$ cat config.mk
export PLATFORM = sky130hd
export DESIGN_NAME = sprite_line_compositor
export DESIGN_NICKNAME = d
export VERILOG_FILES = /design/src/rtl/sprite_line_compositor.sv
export SDC_FILE = /design/constraint.sdc
export NUM_CORES = 2
export LEC_CHECK = 0
export ABC_CLOCK_PERIOD_IN_PS = 17480
export BUFFER_PORTS_ARGS = -buffer_cell sky130_fd_sc_hd__buf_2
export CAP_MARGIN = 25
export CELL_PAD_IN_SITES_DETAIL_PLACEMENT = 0
export CELL_PAD_IN_SITES_GLOBAL_PLACEMENT = 1
export CORE_AREA = 2 2 575 577
export CTS_CLUSTER_DIAMETER = 100
export DETAILED_ROUTE_END_ITERATION = 6
export DIE_AREA = 0 0 577 579
export PLACE_DENSITY = 0.33
export SLEW_MARGIN = 20
export SYNTH_ARGS = -nofsm -noshare
export SYNTH_HDL_FRONTEND = slang
export SYNTH_SLANG_ARGS = --single-unit
$ cat constraint.sdc
create_clock -name clk_i -period 17.48 [get_ports clk_i]
set_clock_uncertainty 0.1 [all_clocks]
set_input_delay 1.748 -clock clk_i [delete_from_list [all_inputs] [get_ports clk_i]]
set_output_delay 1.748 -clock clk_i [all_outputs]
set_load 0.005 [all_outputs]
$ cat src/rtl/sprite_line_compositor.sv
// Per-scanline sprite compositor: scans all sprite slots during horizontal blank into a
// short per-line list, then hit-tests each active pixel against that list in two pipeline stages.
module sprite_line_compositor #(
    parameter int N_SPRITES    = 50,
    parameter int MAX_PER_LINE = 8,
    parameter int COORD_W      = 10,
    parameter int SIZE_W       = 5,
    parameter int PAL_W        = 3,
    parameter int H_ACTIVE     = 640,
    parameter int H_TOTAL      = 800,
    parameter int V_ACTIVE     = 480,
    parameter int V_TOTAL      = 525,
    parameter int PLAY_X_MIN   = 140,
    parameter int PLAY_X_MAX   = 500,
    parameter int BORDER_PAL   = 6
) (
    input  logic                           clk_i,
    input  logic                           rst_n_i,
    input  logic [COORD_W-1:0]             draw_x_i,
    input  logic [COORD_W-1:0]             draw_y_i,
    input  logic [PAL_W-1:0]               back_pal_i,
    input  logic [N_SPRITES*COORD_W-1:0]   spr_x_i,
    input  logic [N_SPRITES*COORD_W-1:0]   spr_y_i,
    input  logic [N_SPRITES*SIZE_W-1:0]    spr_size_i,
    input  logic [N_SPRITES*PAL_W-1:0]     spr_pal_i,
    input  logic [N_SPRITES-1:0]           spr_on_i,
    output logic [PAL_W-1:0]               pal_ind_o,
    output logic                           hit_valid_o,
    output logic [((N_SPRITES > 1) ? $clog2(N_SPRITES) : 1)-1:0] hit_id_o,
    output logic [SIZE_W:0]                rel_x_o,
    output logic [SIZE_W:0]                rel_y_o,
    output logic                           line_overflow_o,
    output logic                           busy_o
);
    localparam int ID_W  = (N_SPRITES > 1) ? $clog2(N_SPRITES) : 1;
    localparam int EI_W  = (MAX_PER_LINE > 1) ? $clog2(MAX_PER_LINE) : 1;
    localparam int CNT_W = $clog2(MAX_PER_LINE + 1);
    localparam int SW    = COORD_W + 2;
    localparam int REL_W = SIZE_W + 1;

    localparam logic [COORD_W-1:0] H_ACT_C   = COORD_W'(H_ACTIVE);
    localparam logic [COORD_W-1:0] V_ACT_C   = COORD_W'(V_ACTIVE);
    localparam logic [COORD_W-1:0] LAST_LINE = COORD_W'(V_TOTAL - 1);
    localparam logic [COORD_W-1:0] PMIN_C    = COORD_W'(PLAY_X_MIN);
    localparam logic [COORD_W-1:0] PMAX_C    = COORD_W'(PLAY_X_MAX);
    localparam logic [PAL_W-1:0]   BORDER_C  = PAL_W'(BORDER_PAL);
    localparam logic [CNT_W-1:0]   MAX_C     = CNT_W'(MAX_PER_LINE);
    localparam logic [ID_W-1:0]    LAST_ID   = ID_W'(N_SPRITES - 1);
    // A scan that cannot finish inside the blank would commit mid-line, so it is never started.
    localparam bit SCAN_FITS = (N_SPRITES + 4 <= H_TOTAL - H_ACTIVE);

    typedef enum logic [1:0] {IDLE, SCAN, COMMIT} state_t;

    state_t             state_q, state_d;
    logic [ID_W-1:0]    idx_q, idx_d;
    logic [COORD_W-1:0] target_q, target_d;
    logic [CNT_W-1:0]   sh_cnt_q, sh_cnt_d, act_cnt_q;
    logic               sh_ovf_q, sh_ovf_d, act_ovf_q;
    logic               append, commit;

    logic [ID_W-1:0]    sh_id_q  [MAX_PER_LINE];
    logic [COORD_W-1:0] sh_x_q   [MAX_PER_LINE];
    logic [COORD_W-1:0] sh_y_q   [MAX_PER_LINE];
    logic [SIZE_W-1:0]  sh_sz_q  [MAX_PER_LINE];
    logic [PAL_W-1:0]   sh_pal_q [MAX_PER_LINE];
    logic [ID_W-1:0]    act_id_q [MAX_PER_LINE];
    logic [COORD_W-1:0] act_x_q  [MAX_PER_LINE];
    logic [COORD_W-1:0] act_y_q  [MAX_PER_LINE];
    logic [SIZE_W-1:0]  act_sz_q [MAX_PER_LINE];
    logic [PAL_W-1:0]   act_pal_q[MAX_PER_LINE];

    logic [COORD_W-1:0] spr_x_a  [N_SPRITES];
    logic [COORD_W-1:0] spr_y_a  [N_SPRITES];
    logic [SIZE_W-1:0]  spr_sz_a [N_SPRITES];
    logic [PAL_W-1:0]   spr_pal_a[N_SPRITES];

    for (genvar gi = 0; gi < N_SPRITES; gi++) begin : g_unpack
        assign spr_x_a[gi]   = spr_x_i[gi*COORD_W +: COORD_W];
        assign spr_y_a[gi]   = spr_y_i[gi*COORD_W +: COORD_W];
        assign spr_sz_a[gi]  = spr_size_i[gi*SIZE_W +: SIZE_W];
        assign spr_pal_a[gi] = spr_pal_i[gi*PAL_W +: PAL_W];
    end

    logic [COORD_W-1:0] cur_x, cur_y;
    logic [SIZE_W-1:0]  cur_sz;
    logic [PAL_W-1:0]   cur_pal;
    logic signed [SW-1:0] tgt_s, y_lo, y_hi;
    logic               slot_hit;

    assign cur_x    = spr_x_a[idx_q];
    assign cur_y    = spr_y_a[idx_q];
    assign cur_sz   = spr_sz_a[idx_q];
    assign cur_pal  = spr_pal_a[idx_q];
    assign tgt_s    = $signed({2'b00, target_q});
    assign y_lo     = $signed({2'b00, cur_y}) - $signed({{(SW-SIZE_W){1'b0}}, cur_sz});
    assign y_hi     = $signed({2'b00, cur_y}) + $signed({{(SW-SIZE_W){1'b0}}, cur_sz});
    assign slot_hit = spr_on_i[idx_q] && (tgt_s >= y_lo) && (tgt_s <= y_hi);

    always_comb begin
        state_d  = state_q;
        idx_d    = idx_q;
        target_d = target_q;
        sh_cnt_d = sh_cnt_q;
        sh_ovf_d = sh_ovf_q;
        append   = 1'b0;
        commit   = 1'b0;
        case (state_q)
            IDLE: begin
                if (SCAN_FITS && draw_x_i == H_ACT_C) begin
                    state_d  = SCAN;
                    target_d = (draw_y_i == LAST_LINE) ? '0 : draw_y_i + COORD_W'(1);
                    sh_cnt_d = '0;
                    sh_ovf_d = 1'b0;
                    idx_d    = '0;
                end
            end
            SCAN: begin
                if (slot_hit) begin
                    if (sh_cnt_q < MAX_C) begin
                        append   = 1'b1;
                        sh_cnt_d = sh_cnt_q + CNT_W'(1);
                    end else begin
                        sh_ovf_d = 1'b1;
                    end
                end
                if (idx_q == LAST_ID) state_d = COMMIT;
                else                  idx_d   = idx_q + ID_W'(1);
            end
            COMMIT: begin
                commit  = 1'b1;
                state_d = IDLE;
            end
            default: state_d = IDLE;
        endcase
    end

    always_ff @(posedge clk_i or negedge rst_n_i) begin
        if (!rst_n_i) begin
            state_q   <= IDLE;
            idx_q     <= '0;
            target_q  <= '0;
            sh_cnt_q  <= '0;
            sh_ovf_q  <= 1'b0;
            act_cnt_q <= '0;
            act_ovf_q <= 1'b0;
        end else begin
            state_q  <= state_d;
            idx_q    <= idx_d;
            target_q <= target_d;
            sh_cnt_q <= sh_cnt_d;
            sh_ovf_q <= sh_ovf_d;
            if (commit) begin
                act_cnt_q <= sh_cnt_q;
                act_ovf_q <= sh_ovf_q;
            end
        end
    end

    // Each list entry owns its storage; the shadow slot at the current count takes the append.
    logic [MAX_PER_LINE-1:0] hit_vec;
    logic signed [SW-1:0]    dx_s;
    assign dx_s = $signed({2'b00, draw_x_i});

    for (genvar gi = 0; gi < MAX_PER_LINE; gi++) begin : g_entry
        always_ff @(posedge clk_i or negedge rst_n_i) begin
            if (!rst_n_i) begin
                sh_id_q[gi]   <= '0;
                sh_x_q[gi]    <= '0;
                sh_y_q[gi]    <= '0;
                sh_sz_q[gi]   <= '0;
                sh_pal_q[gi]  <= '0;
                act_id_q[gi]  <= '0;
                act_x_q[gi]   <= '0;
                act_y_q[gi]   <= '0;
                act_sz_q[gi]  <= '0;
                act_pal_q[gi] <= '0;
            end else begin
                if (append && sh_cnt_q == CNT_W'(gi)) begin
                    sh_id_q[gi]  <= idx_q;
                    sh_x_q[gi]   <= cur_x;
                    sh_y_q[gi]   <= cur_y;
                    sh_sz_q[gi]  <= cur_sz;
                    sh_pal_q[gi] <= cur_pal;
                end
                if (commit) begin
                    act_id_q[gi]  <= sh_id_q[gi];
                    act_x_q[gi]   <= sh_x_q[gi];
                    act_y_q[gi]   <= sh_y_q[gi];
                    act_sz_q[gi]  <= sh_sz_q[gi];
                    act_pal_q[gi] <= sh_pal_q[gi];
                end
            end
        end

        logic signed [SW-1:0] x_lo, x_hi;
        assign x_lo = $signed({2'b00, act_x_q[gi]}) - $signed({{(SW-SIZE_W){1'b0}}, act_sz_q[gi]});
        assign x_hi = $signed({2'b00, act_x_q[gi]}) + $signed({{(SW-SIZE_W){1'b0}}, act_sz_q[gi]});
        assign hit_vec[gi] = (CNT_W'(gi) < act_cnt_q) && (dx_s >= x_lo) && (dx_s <= x_hi);
    end

    logic [MAX_PER_LINE-1:0] s1_hit_q;
    logic [COORD_W-1:0]      s1_x_q, s1_y_q;
    logic [PAL_W-1:0]        s1_pal_q;
    logic                    s1_act_q;

    logic                    sel_valid;
    logic [EI_W-1:0]         sel;
    logic [PAL_W-1:0]        pal_d, pal_q;
    logic                    hv_d, hv_q;
    logic [ID_W-1:0]         id_d, id_q;
    logic [REL_W-1:0]        relx_d, relx_q, rely_d, rely_q;

    always_comb begin
        sel_valid = 1'b0;
        sel       = '0;
        for (int e = MAX_PER_LINE - 1; e >= 0; e--) begin
            if (s1_hit_q[e]) begin
                sel_valid = 1'b1;
                sel       = EI_W'(e);
            end
        end
        pal_d  = '0;
        hv_d   = 1'b0;
        id_d   = '0;
        relx_d = '0;
        rely_d = '0;
        if (s1_act_q) begin
            if (sel_valid) begin
                pal_d  = act_pal_q[sel];
                hv_d   = 1'b1;
                id_d   = act_id_q[sel];
                relx_d = REL_W'(s1_x_q) - (REL_W'(act_x_q[sel]) - REL_W'(act_sz_q[sel]));
                rely_d = REL_W'(s1_y_q) - (REL_W'(act_y_q[sel]) - REL_W'(act_sz_q[sel]));
            end else if (s1_x_q >= PMIN_C && s1_x_q <= PMAX_C) begin
                pal_d = s1_pal_q;
            end else begin
                pal_d = BORDER_C;
            end
        end
    end

    always_ff @(posedge clk_i or negedge rst_n_i) begin
        if (!rst_n_i) begin
            s1_hit_q <= '0;
            s1_x_q   <= '0;
            s1_y_q   <= '0;
            s1_pal_q <= '0;
            s1_act_q <= 1'b0;
            pal_q    <= '0;
            hv_q     <= 1'b0;
            id_q     <= '0;
            relx_q   <= '0;
            rely_q   <= '0;
        end else begin
            s1_hit_q <= hit_vec;
            s1_x_q   <= draw_x_i;
            s1_y_q   <= draw_y_i;
            s1_pal_q <= back_pal_i;
            s1_act_q <= (draw_x_i < H_ACT_C) && (draw_y_i < V_ACT_C);
            pal_q    <= pal_d;
            hv_q     <= hv_d;
            id_q     <= id_d;
            relx_q   <= relx_d;
            rely_q   <= rely_d;
        end
    end

    assign pal_ind_o       = pal_q;
    assign hit_valid_o     = hv_q;
    assign hit_id_o        = id_q;
    assign rel_x_o         = relx_q;
    assign rel_y_o         = rely_q;
    assign line_overflow_o = act_ovf_q;
    assign busy_o          = (state_q != IDLE);

endmodule

Yosys cells after proc, flatten, opt, wreduce, memory -nomap -nowiden

Cells that the tools add are included.

Output and inout port bits: 24
Logic and storage cells: 288
Input bits: 1475
Register bits: 622

$lt $le $gt $ge: 34
Bitwise gates (word level): 2
Equality and inequality tests: 18
Reduce and logical (&&, ||, !) cells: 37
Add/sub/neg operators: 25
Multiplexer cells: 75

Operator list:

| cell                                                      | number |
|---|---|
| binary-select mux 10 bit (select 6 bit)                   | 2 |
| adder 10 x 5 -> 11 bit                                    | 9 |
| greater-or-equal comparator 11 bit                        | 9 |
| less-or-equal comparator 10 x 11 -> 1 bit                 | 9 |
| subtractor 10 x 5 -> 11 bit                               | 9 |
| 2-to-1 mux 6 bit                                          | 14 |
| binary-select mux 10 bit (select 3 bit)                   | 2 |
| 2-to-1 mux 10 bit                                         | 5 |
| 2-to-1 mux 3 bit                                          | 15 |
| binary-select mux 5 bit (select 6 bit)                    | 1 |
| logical AND 1 bit                                         | 28 |
| == test 10 bit, second input constant                     | 2 |
| 2-to-1 mux 5 bit                                          | 4 |
| binary-select mux 3 bit (select 6 bit)                    | 1 |
| binary-select mux 6 bit (select 3 bit)                    | 1 |
| 2-to-1 mux 1 bit                                          | 18 |
| == test 4 x 3 -> 1 bit, second input constant             | 4 |
| less-than comparator 3 x 4 -> 1 bit, first input constant | 4 |
| binary-select mux 5 bit (select 3 bit)                    | 1 |
| 2-to-1 mux 4 bit                                          | 3 |
| inequality test 2 bit, second input constant              | 6 |
| one-hot mux 6 bit (2 select lines)                        | 1 |
| subtractor 6 x 5 -> 6 bit                                 | 2 |
| subtractor 6 bit                                          | 2 |
| 32 further kinds                                          | 39 |

Logic depth before layout (Yosys ltp)

Depth in word-level cells: 16
Gate-level depth with buffers: 35
Mapped depth without buffers: 25

Worst setup path after synthesis

Ideal clock, no wire load.

Kind: reg2reg
Start: register idx_q[0]
End: register sh_id_q[42] (netlist name)
Path slack: 10414 ps
Path buffers: 11
Data required time: 17255 ps
Cell stages (with the launch flop): 33
Library setup time: 125 ps
Arrival: 6841 ps
Period minus slack after synthesis: 7066 ps
Path through: dfrtp_1 buf_6 buf_8 buf_6 buf_6 buf_2 clkbuf_1 buf_2 buf_2 mux4_2 mux4_2 a21oi_1 o21ai_1 inv_1 ha_1 clkbuf_1 o21bai_1 a21oi_1 nor2_1 nor2_1 nor4bb_1 xnor2_1 ha_1 a2111o_1 o32ai_1 nor2_1 o31ai_1 a31oi_1 a211oi_2 buf_6 and3b_4 buf_12 mux2_4

Cells in the longest elaborated chain, start to end: 11
Elaborated cells on any way between the ends: 18
Those cells by class: 2 x add/sub; 2 x order compare; 10 x mux; 1 x bitwise; 3 x reduce/logical

RTL lines:

| what                                                    | line | RTL |
|---|---|---|
| from (decl)                                             | 55   | `logic [ID_W-1:0] idx_q, idx_d;` |
| from (signal assigned)                                  | 148  | `idx_q <= idx_d;` |
| NOT 6 -> 7 bit (not written as such) (*)                | 92   | `assign cur_sz = spr_sz_a[idx_q];` |
| binary-select mux 5 bit (select 6 bit) (*)              | 92   |  |
| 2-to-1 mux 5 bit (not written as such) (*) (2 in a row) | 92   |  |
| net cur_sz[2]                                           | 85   | `logic [SIZE_W-1:0] cur_sz;` |
| subtractor 10 x 5 -> 11 bit                             | 95   | `assign y_lo = $signed({2'b00, cur_y}) - $signed({{(SW-SIZE_W){1'b0}}, cur_sz});` |
| greater-or-equal comparator 11 bit                      | 97   | `assign slot_hit = spr_on_i[idx_q] && (tgt_s >= y_lo) && (tgt_s <= y_hi);` |
| logical AND 1 bit                                       | 97   |  |
| logical AND 1 bit (*)                                   | 97   |  |
| 2-to-1 mux 1 bit (*)                                    | 118  | `if (slot_hit) begin` |
| 2-to-1 mux 1 bit (*)                                    | 107  | `case (state_q)` |
| logical AND 1 bit (*)                                   | 178  | `if (append && sh_cnt_q == CNT_W'(gi)) begin` |
| to (signal, indexed assignment)                         | 179  | `sh_id_q[gi] <= idx_q;` |
| to (decl)                                               | 61   | `logic [ID_W-1:0] sh_id_q [MAX_PER_LINE];` |

The timed path passes the listed nets; every way through them passes the cells marked *. The select of a mux whose other input is x is not followed.
A chain may end at the register's enable or synchronous reset.

Final worst setup path

Start: register idx_q[0]
End: register sh_y_q[62] (netlist name)

Cells in the longest elaborated chain, start to end: 11
Elaborated cells on any way between the ends: 18
Those cells by class: 2 x add/sub; 2 x order compare; 10 x mux; 1 x bitwise; 3 x reduce/logical

RTL lines:

| what                                                    | line | RTL |
|---|---|---|
| NOT 6 -> 7 bit (not written as such) (*)                | 92   |  |
| binary-select mux 5 bit (select 6 bit) (*)              | 92   |  |
| 2-to-1 mux 5 bit (not written as such) (*) (2 in a row) | 92   |  |
| net cur_sz[2]                                           | 85   |  |
| subtractor 10 x 5 -> 11 bit                             | 95   |  |
| greater-or-equal comparator 11 bit                      | 97   |  |
| logical AND 1 bit                                       | 97   |  |
| logical AND 1 bit (*)                                   | 97   |  |
| 2-to-1 mux 1 bit (*)                                    | 118  |  |
| 2-to-1 mux 1 bit (*)                                    | 107  |  |
| logical AND 1 bit (*)                                   | 178  |  |
| to (signal, indexed assignment)                         | 181  | `sh_y_q[gi] <= cur_y;` |
| to (decl)                                               | 63   | `logic [COORD_W-1:0] sh_y_q [MAX_PER_LINE];` |

Marked as above.

==> flow_metrics.py <==
metrics = {
    "outcome": {
        "status": "finished, final reports clean",
    },
    "logic_synthesis": {
        "synth_fp_nets": 5220,
        "ys_seq_elements": 558,
        "synth_edf_count": 0,
        "synthArstFlopShare_pct": 100.0,
        "synth_cells": 3427,
        "syn_area_um2": 43120,
        "synth_top_area_share_pct": 32.38,
        "synth_flop_cell": "dfrtp_1",
        "yosysSeqAreaShare_pct": 32.38,
        "synth_area_per_cell_um2": 12.58,
        "ys_warn_count": 0,
        "yosysUniqueCellTypes": 68,
        "yosys-top-cells-area": "dfrtp_1 (32%), mux4_2 (24%), ha_1 (8.4%), mux2_2 (7.5%), mux2_1 (2.7%)",
        "synth_area_leader_cell": "dfrtp_1",
    },
    "pwr": {
        "p_comb_share_pct": 59.4,
        "p_leak_nw": 26.89,
        "p_clk_share_pct": 20.8,
        "p_int_w": 0.004292,
        "swShare_pct": 45.72,
        "p_total_w": 0.007908,
        "p_seq_share_pct": 19.8,
        "power.density_nw_per_um2": 134.3,
        "irDropWorstVdd_mv": 0.09637,
        "p_switching_w": 0.003616,
    },
    "floorplan": {
        "dieArea_um2": 334100,
        "io_pins": 1499,
        "fp.dieH_um": 579,
        "start_util_pct": 13.12,
        "core_area_um2": 328700,
        "die_x_um": 577,
        "rows": 211,
    },
    "sta": {
        "tightest_slew_ps": 1035,
        "timing.final.crit_share_pct": 51.55,
        "setup_viol": 0,
        "finalHoldViolations": 0,
        "slew_headroom_pct": 31.02,
        "max_freq_mhz": 111.0,
        "slew_viol_final": 0,
        "setup_tns_ps": 0,
        "rsz0062_at_grt": "false",
        "hold_slack_ps": 374.4,
        "period_minus_slack_ps": 9010,
    },
    "layout": {
        "final_cell_mix": "buf_2 (1497), dfrtp_1 (552), mux4_2 (462)",
        "fin_util_pct": 17.92,
        "finalNonFillerCells": 9412,
        "nFillCells": 36420,
        "area_growth_syn_to_layout_pct": 36.55,
        "nets": 6671,
        "drive_above_1_share_pct": 52.19,
        "mostFrequentLayoutCell": "buf_2",
    },
    "detailed_routing": {
        "postRouteAntennaNets": 0,
        "drt_wl_total_um": 285900,
        "drtPass1Iterations": 5,
        "drc": 0,
        "wl_per_cell_um": 30.37,
        "post_drt_via_cell_ratio": 3.912,
        "drtIter0Drc": 2052,
        "vias": 36820,
    },
    "global_routing": {
        "grt_util_all_layers_pct": 16.59,
        "grt.overflow.total": 0,
        "grt_start_max_net_pins": 162,
        "grt_pass1_vias": 39050,
        "grt_pass1_wl_um": 371800,
        "antenna_found_initial": 167,
    },
    "critical_path": {
        "path_buf_inv": 4,
        "arrival_ps": 9460,
        "cp_top_family": "compound AO/OA/AOI/OAI gates",
        "worstPathMaxFanout": 45,
        "worstSetupPathType": "reg -> reg",
        "path_cells": "buf_4 > buf_4 > mux4_2 > mux4_2 > mux2i_1 > o21ai_2 > buf_4 > inv_1 > ha_1 > o21bai_1 > a21oi_1 > nor2_1 > nor2_1 > nor4bb_1 > xnor2_1 > ha_1 > a2111o_1 > o32ai_1 > nor2_1 > o31ai_1 > a31oi_1 > a211oi_2 > and3b_2 > mux2_2",
        "crit_path_end_kind": "flop",
        "startpoint_type": "flop",
        "crit_path_top_delay_cell": "and3b_2",
        "cp.required_ps": 17930,
        "slowest_delay_ps": 1020,
    },
    "clock_tree": {
        "cts_made_buffers": 77,
        "ctsHoldBuffers": 0,
        "path_clk_slew_ps": 60,
        "cts_resized": 0,
        "cts-root-buf": "clkbuf_16",
        "htreeDepth": 3,
        "insertion_delay_ps": 680,
        "cts_buffer_depth": 3,
        "cts_num_sinks": 558,
        "cts_tree": "yes",
        "post-cts-setup-buffer-count": 0,
    },
    "place": {
        "place_inst": 9165,
        "hpwlAfterDp_um": 239900,
        "port_buffers": 1498,
        "gp_congestion": 0.9365,
    },
    "run": {
        "maxCapViolCount": 0,
    },
    "worst_hold_path": {
        "hold_path_class": "reg -> reg",
    },
}
-- path summary, 6_finish.rpt --
kind / from / end / slack, ps / cells past startpoint
hold / removal: sh_x_q[12]$_DFFE_PN0P_ / sh_x_q[12]$_DFFE_PN0P_ / 370 / 1
min in group asynchronous: rst_n_i / rel_x_o[5]$_DFF_PN0_ / 940 / 1
setup reg to reg: idx_q[0]$_DFFE_PN0P_ / sh_y_q[62]$_DFFE_PN0P_ / 8470 / 24
hold reg to reg: sh_x_q[12]$_DFFE_PN0P_ / sh_x_q[12]$_DFFE_PN0P_ / 370 / 1
max in group asynchronous: rst_n_i / act_y_q[43]$_DFFE_PN0N_ / 13400 / 4
setup / recovery: idx_q[0]$_DFFE_PN0P_ / sh_y_q[62]$_DFFE_PN0P_ / 8470 / 24
-- synthesized netlist by cell type (10+ instances only) --
library cell	number
dfrtp_1	558
buf_1	40
mux2_2	288
a21o_1	68
mux2_1	105
buf_2	43
nand3_1	26
buf_6	17
xor2_1	51
or4_1	11
nand2_1	175
mux4_2	462
a21oi_1	107
ha_1	290
mux2_4	48
o21ai_0	127
or3_1	10
nand4_1	27
clkbuf_1	120
and2_1	10
o21ai_1	11
o211ai_1	11
nor2_1	197
inv_1	163
nor4_1	13
mux2i_1	88
xnor2_1	115
nor3_1	16
nor2b_1	27
nand2b_1	18
fa_1	28
o21a_1	46
-- power groups by stage --
stage | combinational (W) | sequential [W] | clock (W)
2_1_floorplan | 0.00267 | 0.00147 | 0
3_3_place_gp | 0.00495 | 0.00160 | 0
3_5_place_dp | 0.00494 | 0.00160 | 0
4_1_cts | 0.00495 | 0.00158 | 0.00171
5_1_grt | 0.00511 | 0.00159 | 0.00176
6_report | 0.00470 | 0.00157 | 0.00164
-- kinds of logic after synthesis --
family | after synthesis | share of synthesized area [%]
XOR/XNOR | 166 | 3.372
buffers and inverters | 394 | 4.042
AO/OA/AOI/OAI | 432 | 6.201
flip-flops | 558 | 32.38
multiplexers | 991 | 38.11
AND/OR/NAND/NOR | 568 | 6.183
adder cells (fa/ha/maj) | 318 | 9.714
-- layout make-up --
class,count,area (um2),area share [%]
Antenna cell,104,260.3,0.4420
Clock buffer,111,2287,3.884
Clock inverter,32,342.8,0.5822
Inverter,164,620.6,1.054
Multi-Input combinational cell,2475,27560,46.80
Sequential cell,558,13980,23.75
Tap cell,4366,5463,9.277
Timing Repair Buffer,1602,8371,14.22
-- routing by layer --
metal | track usage, % | wire [um]
met2 | 28.55 | 139200
met5 | 0 | 270
met3 | 2.773 | 13530
met1 | 21.81 | 126400
met4 | 3.128 | 6484
-- metrics by stage --
step | area [um2] | worst slack [ps]
after CTS | 58620 | 8257
final | 58880 | 8470
after floorplan | 43120 | 10410
after global routing | 58810 | 7825
after detailed placement | 55990 | 8242
after global placement | 55940 | 7961
-- registers in the layout, summed over array words and instances (netlist names), 8 cells and up --
signal,flops
act_id_q,48
act_pal_q,24
act_sz_q,40
act_x_q,80
act_y_q,48
s1_hit_q,8
s1_x_q,10
sh_id_q,48
sh_pal_q,24
sh_sz_q,40
sh_x_q,80
sh_y_q,48
target_q,10
(Power assumes the default switching activity.)
